<file path="config.mk">
export PLATFORM = sky130hd
export DESIGN_NAME = renode_bus_arbiter
export DESIGN_NICKNAME = d
export VERILOG_FILES = /design/src/rtl/renode_arb_pkg.sv /design/src/rtl/rr_arbiter.sv /design/src/rtl/renode_bus_arbiter.sv
export SDC_FILE = /design/constraint.sdc
export NUM_CORES = 1
export LEC_CHECK = 0
export CORE_AREA = 2 2 320 322
export CTS_CLUSTER_DIAMETER = 80
export DETAILED_ROUTE_END_ITERATION = 8
export DIE_AREA = 0 0 322 324
export PLACE_DENSITY = 0.44
export SKIP_CTS_REPAIR_TIMING = 1
export SLEW_MARGIN = 20
export SYNTH_ARGS = -nofsm -noshare
export SYNTH_HDL_FRONTEND = slang
export SYNTH_HIERARCHICAL = 1
export SYNTH_SLANG_ARGS = --single-unit
</file>
<file path="constraint.sdc">
create_clock -name clk_i -period 6.1 [get_ports clk_i]
set_input_delay 1.22 -clock clk_i [delete_from_list [all_inputs] [get_ports clk_i]]
set_output_delay 1.22 -clock clk_i [all_outputs]
set_load 0.02 [all_outputs]
</file>
<file path="src/rtl/renode_arb_pkg.sv">
// Shared types and byte-enable decoding for the Renode bus arbiter.
package renode_arb_pkg;

  localparam int unsigned MaxBeW = 16;

  typedef enum logic [2:0] {
    ActGetByte        = 3'd0,
    ActGetWord        = 3'd1,
    ActGetDoubleWord  = 3'd2,
    ActGetQuadWord    = 3'd3,
    ActPushByte       = 3'd4,
    ActPushWord       = 3'd5,
    ActPushDoubleWord = 3'd6,
    ActPushQuadWord   = 3'd7
  } action_e;

  typedef enum logic [2:0] {
    StIdle,
    StDecode,
    StSend,
    StWaitRsp,
    StResp
  } state_e;

  typedef struct packed {
    logic    valid;
    action_e action;
  } be_decode_t;

  // Only low-lane masks of 1, 2, 4 or 8 bytes map onto a Renode access size.
  function automatic be_decode_t be_to_action(input logic [MaxBeW-1:0] be, input logic write);
    be_decode_t res;
    logic [1:0] size;
    res.valid = 1'b1;
    size      = 2'd0;
    case (be)
      16'h0001: size = 2'd0;
      16'h0003: size = 2'd1;
      16'h000F: size = 2'd2;
      16'h00FF: size = 2'd3;
      default:  res.valid = 1'b0;
    endcase
    res.action = action_e'({write, size});
    return res;
  endfunction

endpackage

</file>
<file path="src/rtl/rr_arbiter.sv">
// Round-robin grant: the first requester at or after the pointer wins and the
// pointer then moves just past the winner.
module rr_arbiter
  import renode_arb_pkg::*;
#(
  parameter int unsigned N    = 4,
  parameter int unsigned IdxW = (N > 1) ? $clog2(N) : 1
) (
  input  logic            clk,
  input  logic            rst_n,
  input  logic [N-1:0]    req,
  input  logic            advance,
  output logic [N-1:0]    grant,
  output logic [IdxW-1:0] idx,
  output logic            any
);

  logic [IdxW-1:0] ptr;
  logic [IdxW:0]   cand;

  always_comb begin
    any  = 1'b0;
    idx  = '0;
    cand = '0;
    for (int unsigned k = 0; k < N; k++) begin
      cand = (IdxW+1)'(ptr) + (IdxW+1)'(k);
      if (cand >= (IdxW+1)'(N)) cand = cand - (IdxW+1)'(N);
      if (!any && req[cand[IdxW-1:0]]) begin
        any = 1'b1;
        idx = cand[IdxW-1:0];
      end
    end
    grant = any ? (N'(1) << idx) : '0;
  end

  always_ff @(posedge clk) begin
    if (!rst_n) begin
      ptr <= '0;
    end else if (advance) begin
      ptr <= (idx == IdxW'(N - 1)) ? '0 : idx + 1'b1;
    end
  end

endmodule

</file>
<file path="src/rtl/renode_bus_arbiter.sv">
// Round-robin sequencer sharing one Renode message channel among NUM_REQ requesters.
// Define RENODE_ARB_TIMEOUT_EN to add the read-response timeout (TMO_CYC cycles).
module renode_bus_arbiter
  import renode_arb_pkg::*;
#(
  parameter int unsigned NUM_REQ = 4,
  parameter int unsigned ADDR_W  = 64,
  parameter int unsigned DATA_W  = 64,
  parameter int unsigned TMO_CYC = 1024
) (
  input  logic                          clk_i,
  input  logic                          rst_ni,
  input  logic [NUM_REQ-1:0]            req_valid_i,
  output logic [NUM_REQ-1:0]            req_ready_o,
  input  logic [NUM_REQ-1:0]            req_write_i,
  input  logic [NUM_REQ*DATA_W/8-1:0]   req_be_i,
  input  logic [NUM_REQ*ADDR_W-1:0]     req_addr_i,
  input  logic [NUM_REQ*DATA_W-1:0]     req_wdata_i,
  output logic [NUM_REQ-1:0]            rsp_valid_o,
  output logic [DATA_W-1:0]             rsp_rdata_o,
  output logic                          rsp_err_o,
  output logic                          msg_valid_o,
  input  logic                          msg_ready_i,
  output action_e                       msg_action_o,
  output logic [ADDR_W-1:0]             msg_addr_o,
  output logic [DATA_W-1:0]             msg_data_o,
  input  logic                          in_valid_i,
  input  logic [DATA_W-1:0]             in_data_i,
  output logic                          busy_o
);

  localparam int unsigned BE_W  = DATA_W / 8;
  localparam int unsigned IDX_W = $clog2(NUM_REQ);

  if (NUM_REQ < 2 || NUM_REQ > 16 || BE_W > MaxBeW || TMO_CYC < 1) begin : g_param_check
    $fatal(1, "renode_bus_arbiter: unsupported parameter set");
  end

  state_e             state;
  logic [NUM_REQ-1:0] arb_grant;
  logic [IDX_W-1:0]   arb_idx;
  logic               arb_any;
  logic               arb_advance;

  logic [NUM_REQ-1:0] gnt_q;
  logic               write_q;
  logic [BE_W-1:0]    be_q;
  logic [ADDR_W-1:0]  addr_q;
  logic [DATA_W-1:0]  wdata_q;
  be_decode_t         dec;

`ifdef RENODE_ARB_TIMEOUT_EN
  localparam int unsigned TMO_W = $clog2(TMO_CYC + 1);
  logic [TMO_W-1:0] tmo_cnt;
`endif

  assign arb_advance = (state == StIdle) && arb_any;
  assign dec         = be_to_action(MaxBeW'(be_q), write_q);
  assign busy_o      = (state != StIdle);

  rr_arbiter #(
    .N    (NUM_REQ),
    .IdxW (IDX_W)
  ) u_rr (
    .clk     (clk_i),
    .rst_n   (rst_ni),
    .req     (req_valid_i),
    .advance (arb_advance),
    .grant   (arb_grant),
    .idx     (arb_idx),
    .any     (arb_any)
  );

  always_ff @(posedge clk_i) begin
    if (!rst_ni) begin
      state        <= StIdle;
      gnt_q        <= '0;
      write_q      <= 1'b0;
      be_q         <= '0;
      addr_q       <= '0;
      wdata_q      <= '0;
      req_ready_o  <= '0;
      rsp_valid_o  <= '0;
      rsp_rdata_o  <= '0;
      rsp_err_o    <= 1'b0;
      msg_valid_o  <= 1'b0;
      msg_action_o <= ActGetByte;
      msg_addr_o   <= '0;
      msg_data_o   <= '0;
`ifdef RENODE_ARB_TIMEOUT_EN
      tmo_cnt      <= '0;
`endif
    end else begin
      req_ready_o <= '0;
      rsp_valid_o <= '0;
      unique case (state)
        StIdle: begin
          if (arb_any) begin
            req_ready_o <= arb_grant;
            gnt_q       <= arb_grant;
            write_q     <= req_write_i[arb_idx];
            be_q        <= req_be_i[arb_idx*BE_W +: BE_W];
            addr_q      <= req_addr_i[arb_idx*ADDR_W +: ADDR_W];
            wdata_q     <= req_wdata_i[arb_idx*DATA_W +: DATA_W];
            state       <= StDecode;
          end
        end
        StDecode: begin
          if (dec.valid) begin
            msg_valid_o  <= 1'b1;
            msg_action_o <= dec.action;
            msg_addr_o   <= addr_q;
            msg_data_o   <= write_q ? wdata_q : '0;
            state        <= StSend;
          end else begin
            // Unsupported mask: answer with an error without touching the channel.
            rsp_valid_o <= gnt_q;
            rsp_err_o   <= 1'b1;
            rsp_rdata_o <= '0;
            state       <= StResp;
          end
        end
        StSend: begin
          if (msg_ready_i) begin
            msg_valid_o  <= 1'b0;
            msg_action_o <= ActGetByte;
            msg_addr_o   <= '0;
            msg_data_o   <= '0;
            if (write_q) begin
              rsp_valid_o <= gnt_q;
              rsp_err_o   <= 1'b0;
              rsp_rdata_o <= '0;
              state       <= StResp;
            end else begin
              state <= StWaitRsp;
`ifdef RENODE_ARB_TIMEOUT_EN
              tmo_cnt <= '0;
`endif
            end
          end
        end
        StWaitRsp: begin
          if (in_valid_i) begin
            rsp_valid_o <= gnt_q;
            rsp_err_o   <= 1'b0;
            rsp_rdata_o <= in_data_i;
            state       <= StResp;
          end
`ifdef RENODE_ARB_TIMEOUT_EN
          else if (tmo_cnt == TMO_W'(TMO_CYC - 1)) begin
            rsp_valid_o <= gnt_q;
            rsp_err_o   <= 1'b1;
            rsp_rdata_o <= '0;
            state       <= StResp;
          end else begin
            tmo_cnt <= tmo_cnt + 1'b1;
          end
`endif
        end
        StResp: begin
          rsp_err_o   <= 1'b0;
          rsp_rdata_o <= '0;
          state       <= StIdle;
        end
        default: state <= StIdle;
      endcase
    end
  end

endmodule
</file>
---- Word-level counts from Yosys, hierarchy flattened ----
Index checks and enable logic that the tools add are counted.
operators by class
  muxes and demuxes ....................... 58
  add/sub/neg operators ................... 8
  reduce and logical (&&, ||, !) cells .... 17
  magnitude comparators ................... 9
  eq/ne operators ......................... 15
  shift-type cells ........................ 4
operator list
  operator                                             number
  2-to-1 mux 64 bit                                    8
  variable part select 256 x 9 -> 64 bit               2
  case mux 64 bit (2 select lines)                     2
  case mux 64 bit (4 select lines)                     1
  variable part select 32 x 6 -> 8 bit                 1
  2-to-1 mux 3 bit                                     7
  2-to-1 mux 2 bit                                     9
  2-to-1 mux 1 bit                                     16
  2-to-1 mux 4 bit                                     4
  < comparator 2 x 3 -> 1 bit (second input constant)  5
  inequality test 2 bit (second input constant)        6
  case mux 3 bit (4 select lines)                      1
  case mux 4 bit (3 select lines)                      1
  binary-select mux 1 bit (select 2 bit)               5
  >= comparator 3 bit (second input constant)          3
  AND reduction 3 bit                                  3
  == test 8 x 1 -> 1 bit (second input constant)       1
  == test 8 x 2 -> 1 bit (second input constant)       1
  == test 8 x 4 -> 1 bit (second input constant)       1
  == test 8 bit (second input constant)                1
  subtractor 2 x 1 -> 2 bit (second input constant)    4
  adder 2 x 2 -> 3 bit (second input constant)         2
  == test 3 x 2 -> 1 bit (second input constant)       2
  case mux 2 bit (3 select lines)                      1
  other kinds (19)                                     24
storage, ports and cells
  input bits .............................. 620
  output and inout port bits .............. 206
  register bits ........................... 351
  logic and storage cells ................. 126

---- Depth between registers and ports, before layout ----
Gate-level depths: netlist of the first run.
  word-level depth ........................ 16
  mapped depth ............................ 8
  depth with buffers taken out ............ 7

---- By module ----
Netlist of the first run, hierarchy kept.
modules (own cells, without submodules)
  module              area each (µm²)  times used  sequential area each (µm²)  cells each
  renode_bus_arbiter  15859.0          1           6986.7                      1567
  rr_arbiter          280.3            1           40.0                        30

---- Worst setup path before layout of the first run ----
OpenSTA, ideal clock, no wires.
  kind .................................... input -> register
  start point ............................. input port req_valid_i[0]
  end point ............................... register addr_q[51]
  stages on the path ...................... 8
  setup time .............................. 0.122 ns
  arrival time ............................ 2.980 ns
  slack ................................... 2.998 ns
  path buffers ............................ 2
  required time ........................... 5.978 ns
  cells stage by stage .................... and2b_1 > o21bai_2 > o211a_1 > buf_2 > buf_2 > mux4_2 > nand2_1 > a21boi_0
on the way
  longest elaborated chain between the ends .. 13
  elaborated cells on any way between the ends .. 24
  those cells by class .................... shift: 1; mux: 16; reduce/logical: 7
RTL lines
  what                                      RTL line                   RTL
  from (decl)                               renode_bus_arbiter.sv:13   input logic [NUM_REQ-1:0] req_valid_i,
  binary-select mux 1 bit (select 2 bit)    rr_arbiter.sv:28           if (!any && req[cand[IdxW-1:0]]) begin
  2-to-1 mux 1 bit (implied by the code)    rr_arbiter.sv:28
  2-to-1 mux 1 bit                          rr_arbiter.sv:28
  zero test 1 bit                           rr_arbiter.sv:28
  logical AND 1 bit                         rr_arbiter.sv:28
  2-to-1 mux 1 bit                          rr_arbiter.sv:28
  zero test 1 bit                           rr_arbiter.sv:28
  logical AND 1 bit                         rr_arbiter.sv:28
  2-to-1 mux 1 bit                          rr_arbiter.sv:28
  zero test 1 bit                           rr_arbiter.sv:28
  logical AND 1 bit                         rr_arbiter.sv:28
  2-to-1 mux 2 bit *                        rr_arbiter.sv:28
  named net arb_idx[0]                      renode_bus_arbiter.sv:41   logic [IDX_W-1:0] arb_idx;
  variable part select 256 x 9 -> 64 bit *  renode_bus_arbiter.sv:103  addr_q <= req_addr_i[arb_idx*ADDR_W +: ADDR_W];
  to (signal assigned)                      renode_bus_arbiter.sv:103
  to (decl)                                 renode_bus_arbiter.sv:48   logic [ADDR_W-1:0] addr_q;
Mark *: on every way through the listed nets, which the timed path passes. The rest lies on a longest branch. The select of a mux whose other input is x is not followed.
A chain may end at the register's enable or synchronous reset.

---- Worst setup path in the final report of the first run ----
  start point ............................. register state[2]
  end point ............................... output port busy_o
on the way
  longest elaborated chain between the ends .. 1
RTL lines
  what                    RTL line                   RTL
  from (decl)             renode_bus_arbiter.sv:39   state_e state;
  from (signal assigned)  renode_bus_arbiter.sv:76   state <= StIdle;
  from (signal assigned)  renode_bus_arbiter.sv:105  state <= StDecode;
  from (signal assigned)  renode_bus_arbiter.sv:114  state <= StSend;
  nonzero test 3 bit      renode_bus_arbiter.sv:59   assign busy_o = (state != StIdle);
  to (decl)               renode_bus_arbiter.sv:29   output logic busy_o
Every way passes these cells.

==> flow_summary.yaml, run 1 <==
critical_path:
  slowest_stage: "nor3_1"
  reg2regPathDepth: 6
  cp_max_fo: 9
  path_cells: "nor3_1 -> inv_1 -> clkdlybuf4s50_1"
  crit_type: "reg -> out"
  required_ps: 4880
  cpPeakStageDelay_ps: 650
  crit_arrival_ps: 2370
  start_kind: "flip-flop"
  crit_path_end_kind: "output pin"
placed_design:
  hpwl_mm: 55.8
  gp_congestion: 0.890
  place_area_sq_mm: 0.0256
  pre_cts_ws_ps: 1980
  port_buffers: 825
floorplanning:
  dieArea_sq_mm: 0.104
  rows: 117
  die_x_um: 322
  die_h_um: 324
  initial_core_util_pct: 16.0
  core-area_sq_mm: 0.101
  boundaryPins: 826
cells_and_area:
  fill_cells: 10647
  fin_util_pct: 27.0
  nets: 2971
  area_delta_synth_final_pct: 68.9
  drive_gt1_share_pct: 10.8
  final_area_sq_mm: 0.0273
sta:
  skew_ps: 24.9
  tightest_slew_ps: 1050
  period_share_pct: 58.8
  fin_ws_ps: 2510
  rsz0062_at_grt: "false"
  fmax_mhz: 279
  slew_headroom_pct: 30.0
  final.min_clock_period_ps: 3590
  setup_viol: 0
  slew_violations: 0
  hold_viol: 0
  setup-tns-final_ps: 0
grt:
  grt_antenna_before_repair: 13
  grt_pass1_wl_mm: 105
  grt_pass1_vias: 16043
  grtUsageTotal_pct: 13.4
  grt_max_degree: 132
  grt_overflow: 0
synth:
  synth_top_area_share_pct: 43.5
  seq_area_frac_synth_pct: 43.5
  ys_ff_latch: 351
  avgSynthCellArea_sq_um: 10.1
  ys_warn_count: 6
  synth_area_sq_mm: 0.0161
  yosysMostFrequentCell: "nand2_1"
  synth_cell_type_count: 48
  synth.area.top_cells: "dfxtp_1, mux4_2, nand2_1, a21boi_0, mux2i_1"
  synth_ff_type: "dfxtp_1"
  syn_inst: 1597
  async_reset_ff_share_pct: 0
  synth_top_cell_by_area: "dfxtp_1"
  syn-num-nets: 2221
  synth_common_cells: "nand2_1, dfxtp_1, a21boi_0"
  synth-edff-count: 0
detailed_routing:
  vias: 15237
  drc: 0
  wl_per_cell_um: 20.0
  ant_nets: 0
  first_pass_iters: 5
  drt_iter0_drc: 648
  vias_per_cell: 4.11
  drt_wl_total_mm: 74.2
clock_tree:
  cts_tree: "done"
  clock-sinks: 351
  root_buffer: "clkbuf_16"
  numCtsBuffers: 48
  clkSlewWorstSetupHoldPaths_ps: 60
  clk_path_buf_depth: 3
  htree_levels: 2
  insertion_delay_ps: 590
power:
  power_density_mw_per_mm2: 279
  p_total_mw: 7.60
  ir_drop_mv: 0.278
  p_leak_nw: 9.48
run:
  cap_violations: 0
hold_path:
  hold_class: "reg -> reg"
  holdPathStages: 1
status:
  outcome: "completed"
[final timing paths]
kind	start	to	slack, ps
worst max-delay path	state[2]$_SDFFE_PN0P_	busy_o	2510
worst min-delay path	addr_q[51]$_SDFFE_PN0P_	msg_addr_o[51]$_SDFFE_PN0P_	450
worst max register to register	state[2]$_SDFFE_PN0P_	wdata_q[23]$_SDFFE_PN0P_	3020
worst min register to register	addr_q[51]$_SDFFE_PN0P_	msg_addr_o[51]$_SDFFE_PN0P_	450
[where the power goes]
group / switching [mW] / total (mW) / leakage, nW / internal [mW]
clock: 1.13 / 2.80 / 0.788 / 1.67
sequential: 0.143 / 2.66 / 2.86 / 2.51
combinational: 1.03 / 2.14 / 5.83 / 1.12
total: 2.30 / 7.60 / 9.48 / 5.30
[flip-flops by register name, indices dropped and copies added, names as in the netlist, 3 cells and up]
register,count
addr_q,64
msg_addr_o,64
msg_data_o,64
rsp_rdata_o,64
wdata_q,64
be_q,8
gnt_q,4
req_ready_o,4
rsp_valid_o,4
msg_action_o,3
state,3
[final cells by class]
type,count,area (sq um),area share (%)
diodes,10,25.0,0.0918
clock buffers,62,1340,4.90
clock inverters,26,230,0.844
inverters,5,23.8,0.0872
multi-input cells,1098,8490,31.2
flip-flops and latches,351,7030,25.8
well taps,1309,1640,6.01
repair buffers,843,8490,31.2
[metal layers]
layer,track usage [%],share of wire (%)
met3,3.81,6.8
met2,23.6,51
met1,15.4,40
met5,0,0.051
met4,5.18,3.0
[logic make-up (layout without fill, tap and decap cells)]
kind of cell / Yosys count / in the layout / synth area share (%)
buffers and inverters: 148 / 936 / 4.11
muxes: 203 / 203 / 23.2
adders and majority gates: 4 / 4 / 0.310
DFF: 351 / 351 / 43.5
AOI/OAI and AO/OA: 302 / 302 / 13.6
other: 0 / 10 / 0
and+or+nand+nor: 589 / 589 / 15.2
[metrics by stage]
stage	hold WS, ps	cells
after floorplan	430	1597
after global placement	440	3604
after detailed placement	441	3604
after CTS	455	3692
after global routing	471	3703
final	452	3704
[critical path: cells and delay by family (launching register included)]
| family | cells | cell delay, ps |
|---|---|---|
| buffers and inverters | 2 | 700 |
| and+or+nand+nor | 1 | 650 |
| DFF | 1 | 430 |
[placed cells by master, fill, tap and decap left out, types with 3 or more instances in the layout]
master and n:
o21ai_0 70, nand3_1 65, clkdlybuf4s50_1 824, dfxtp_1 351
a21boi_0 143, nand2_1 482, ha_1 4, clkinv_2 16
mux2i_1 66, and3_1 6, a21o_1 3, nor2b_1 7
buf_4 11, clkbuf_8 6, inv_6 7, mux4_2 137
buf_12 6, bufinv_16 3, nor2_1 3, a22o_1 64
clkbuf_16 49, and2_1 4, clkbuf_1 7, nand3b_1 3
diode_2 10, inv_1 4
(Power assumes the default switching activity.)
==> inputs of run 2 (changes only) <==
--- a/config.mk
+++ b/config.mk
@@ -5,11 +5,11 @@
 export SDC_FILE = /design/constraint.sdc
 export NUM_CORES = 1
 export LEC_CHECK = 0
-export CORE_AREA = 2 2 320 322
+export CORE_AREA = 2 2 326 328
 export CTS_CLUSTER_DIAMETER = 80
 export DETAILED_ROUTE_END_ITERATION = 8
-export DIE_AREA = 0 0 322 324
-export PLACE_DENSITY = 0.44
+export DIE_AREA = 0 0 328 330
+export PLACE_DENSITY = 0.43
 export SKIP_CTS_REPAIR_TIMING = 1
 export SLEW_MARGIN = 20
 export SYNTH_ARGS = -nofsm -noshare
==> constraint.sdc (replaced) <==
create_clock -name clk_i -period 3.6 [get_ports clk_i]
set_input_delay 0.72 -clock clk_i [delete_from_list [all_inputs] [get_ports clk_i]]
set_output_delay 0.72 -clock clk_i [all_outputs]
set_load 0.02 [all_outputs]
==> run 2 against run 1 <==
  * Sequential power increased by 69%
  * Register-to-register slack got worse by 1800 ps
  * Sequential share of layout area decreased by 0.45 points
  * Global-route usage decreased by 0.29 points
  * Cell count increased by 2.8%
  * Worst hold slack got worse by 9.0 ps
  * Largest power group unchanged
  * Combinational power increased by 80%
  * First-iteration DRC count decreased by 10%
==> flow_summary.yaml, run 2 (synthesis results as in run 1) <==
power:
  p_total_mw: 13.1
  ir_drop_mv: 0.326
  p_leak_nw: 9.67
  power_density_mw_per_mm2: 474
clock_tree:
  cts_tree: "done"
  clock-sinks: 351
  clkSlewWorstSetupHoldPaths_ps: 60
  root_buffer: "clkbuf_16"
  htree_levels: 2
  insertion_delay_ps: 580
  clk_path_buf_depth: 3
  numCtsBuffers: 47
cells_and_area:
  seqCellArea_sq_mm: 0.00703
  fill_cells: 11062
  nets: 2999
  drive_gt1_share_pct: 11.7
  fin_util_pct: 26.5
  final_cell_mix: "clkdlybuf4s50_1, nand2_1, dfxtp_1, a21boi_0, mux4_2"
  mostFrequentLayoutCell: "clkdlybuf4s50_1"
  area_delta_synth_final_pct: 71.9
  multi_input_area_sq_mm: 0.00849
sta:
  hold_viol: 0
  fmax_mhz: 311
  fin_ws_ps: 379
  skew_ps: 16.9
  final.min_clock_period_ps: 3220
  setup-tns-final_ps: 0
  period_share_pct: 89.5
  rsz0062_at_grt: "false"
  slew_violations: 0
  tightest_slew_ps: 945
  slew_headroom_pct: 37.0
  setup_viol: 0
critical_path:
  required_ps: 2880
  crit_path_end_kind: "output pin"
  crit_arrival_ps: 2500
  start_kind: "flip-flop"
  rrSetupSlack_ps: 1210
  crit_type: "reg -> out"
  cp_max_fo: 9
placed_design:
  hpwl_mm: 57.5
  gp_congestion: 0.855
  port_buffers: 825
  pre_cts_ws_ps: 343
grt:
  grt_overflow: 0
  grtUsageTotal_pct: 13.1
  grt_antenna_before_repair: 8
  grt_pass1_vias: 16103
  grt_pass1_wl_mm: 106
  grt_max_degree: 148
hold_path:
  hold_class: "in -> reg"
floorplanning:
  dieArea_sq_mm: 0.108
  die_x_um: 328
  boundaryPins: 826
  die_h_um: 330
  core-area_sq_mm: 0.105
  initial_core_util_pct: 15.4
  rows: 119
detailed_routing:
  drt_iter0_drc: 583
  first_pass_iters: 4
  ant_nets: 0
  drc: 0
  drt_wl_total_mm: 75.1
  vias: 15303
  vias_per_cell: 4.02
  wl_per_cell_um: 19.7
run:
  cap_violations: 0
status:
  outcome: "completed"
==> run 2: final timing paths <==
check / to / start / cells after the start
worst min register to register: msg_addr_o[62]$_SDFFE_PN0P_ / addr_q[62]$_SDFFE_PN0P_ / 1
worst max register to register: msg_addr_o[44]$_SDFFE_PN0P_ / state[0]$_SDFFE_PN0P_ / 5
worst max-delay path: busy_o / state[2]$_SDFFE_PN0P_ / 3
worst min-delay path: msg_action_o[1]$_SDFFE_PN0P_ / rst_ni / 3
==> run 2: layer usage <==
layer	up-vias	track usage, %	wire (um)
met1	7452	15.3	30000
li1	7227	-	-
met5	-	0	0
met4	0	4.87	2240
met2	527	23.2	38000
met3	97	3.21	4900
==> run 2: layout make-up <==
| cell class | count | area share [%] |
|---|---|---|
| multi-input cells | 1098 | 30.6 |
| well taps | 1391 | 6.27 |
| repair buffers | 872 | 31.9 |
| diodes | 6 | 0.0541 |
| clock inverters | 14 | 0.622 |
| clock buffers | 70 | 5.13 |
| flip-flops and latches | 351 | 25.3 |
| inverters | 5 | 0.0857 |
==> run 2: critical path: stages, from the launching register on <==
cell and delay (ps):
dfxtp_1 420, nor3_1 490, inv_1 360, clkdlybuf4s50_1 640
==> run 2: through the flow <==
stage / hold slack (ps) / std cells / area, sq um
final: 443 / 3807 / 27700
after global placement: 437 / 3717 / 26100
after floorplan: 430 / 1597 / 16100
after detailed placement: 445 / 3717 / 26100
after CTS: 380 / 3801 / 27700
after global routing: 407 / 3806 / 27700
==> run 2: power by group <==
| part | internal [mW] | total (mW) | switching [mW] |
|---|---|---|---|
| sequential | 4.26 | 4.49 | 0.234 |
| combinational | 2.04 | 3.86 | 1.82 |
| clock | 2.94 | 4.79 | 1.85 |
| total | 9.24 | 13.1 | 3.90 |
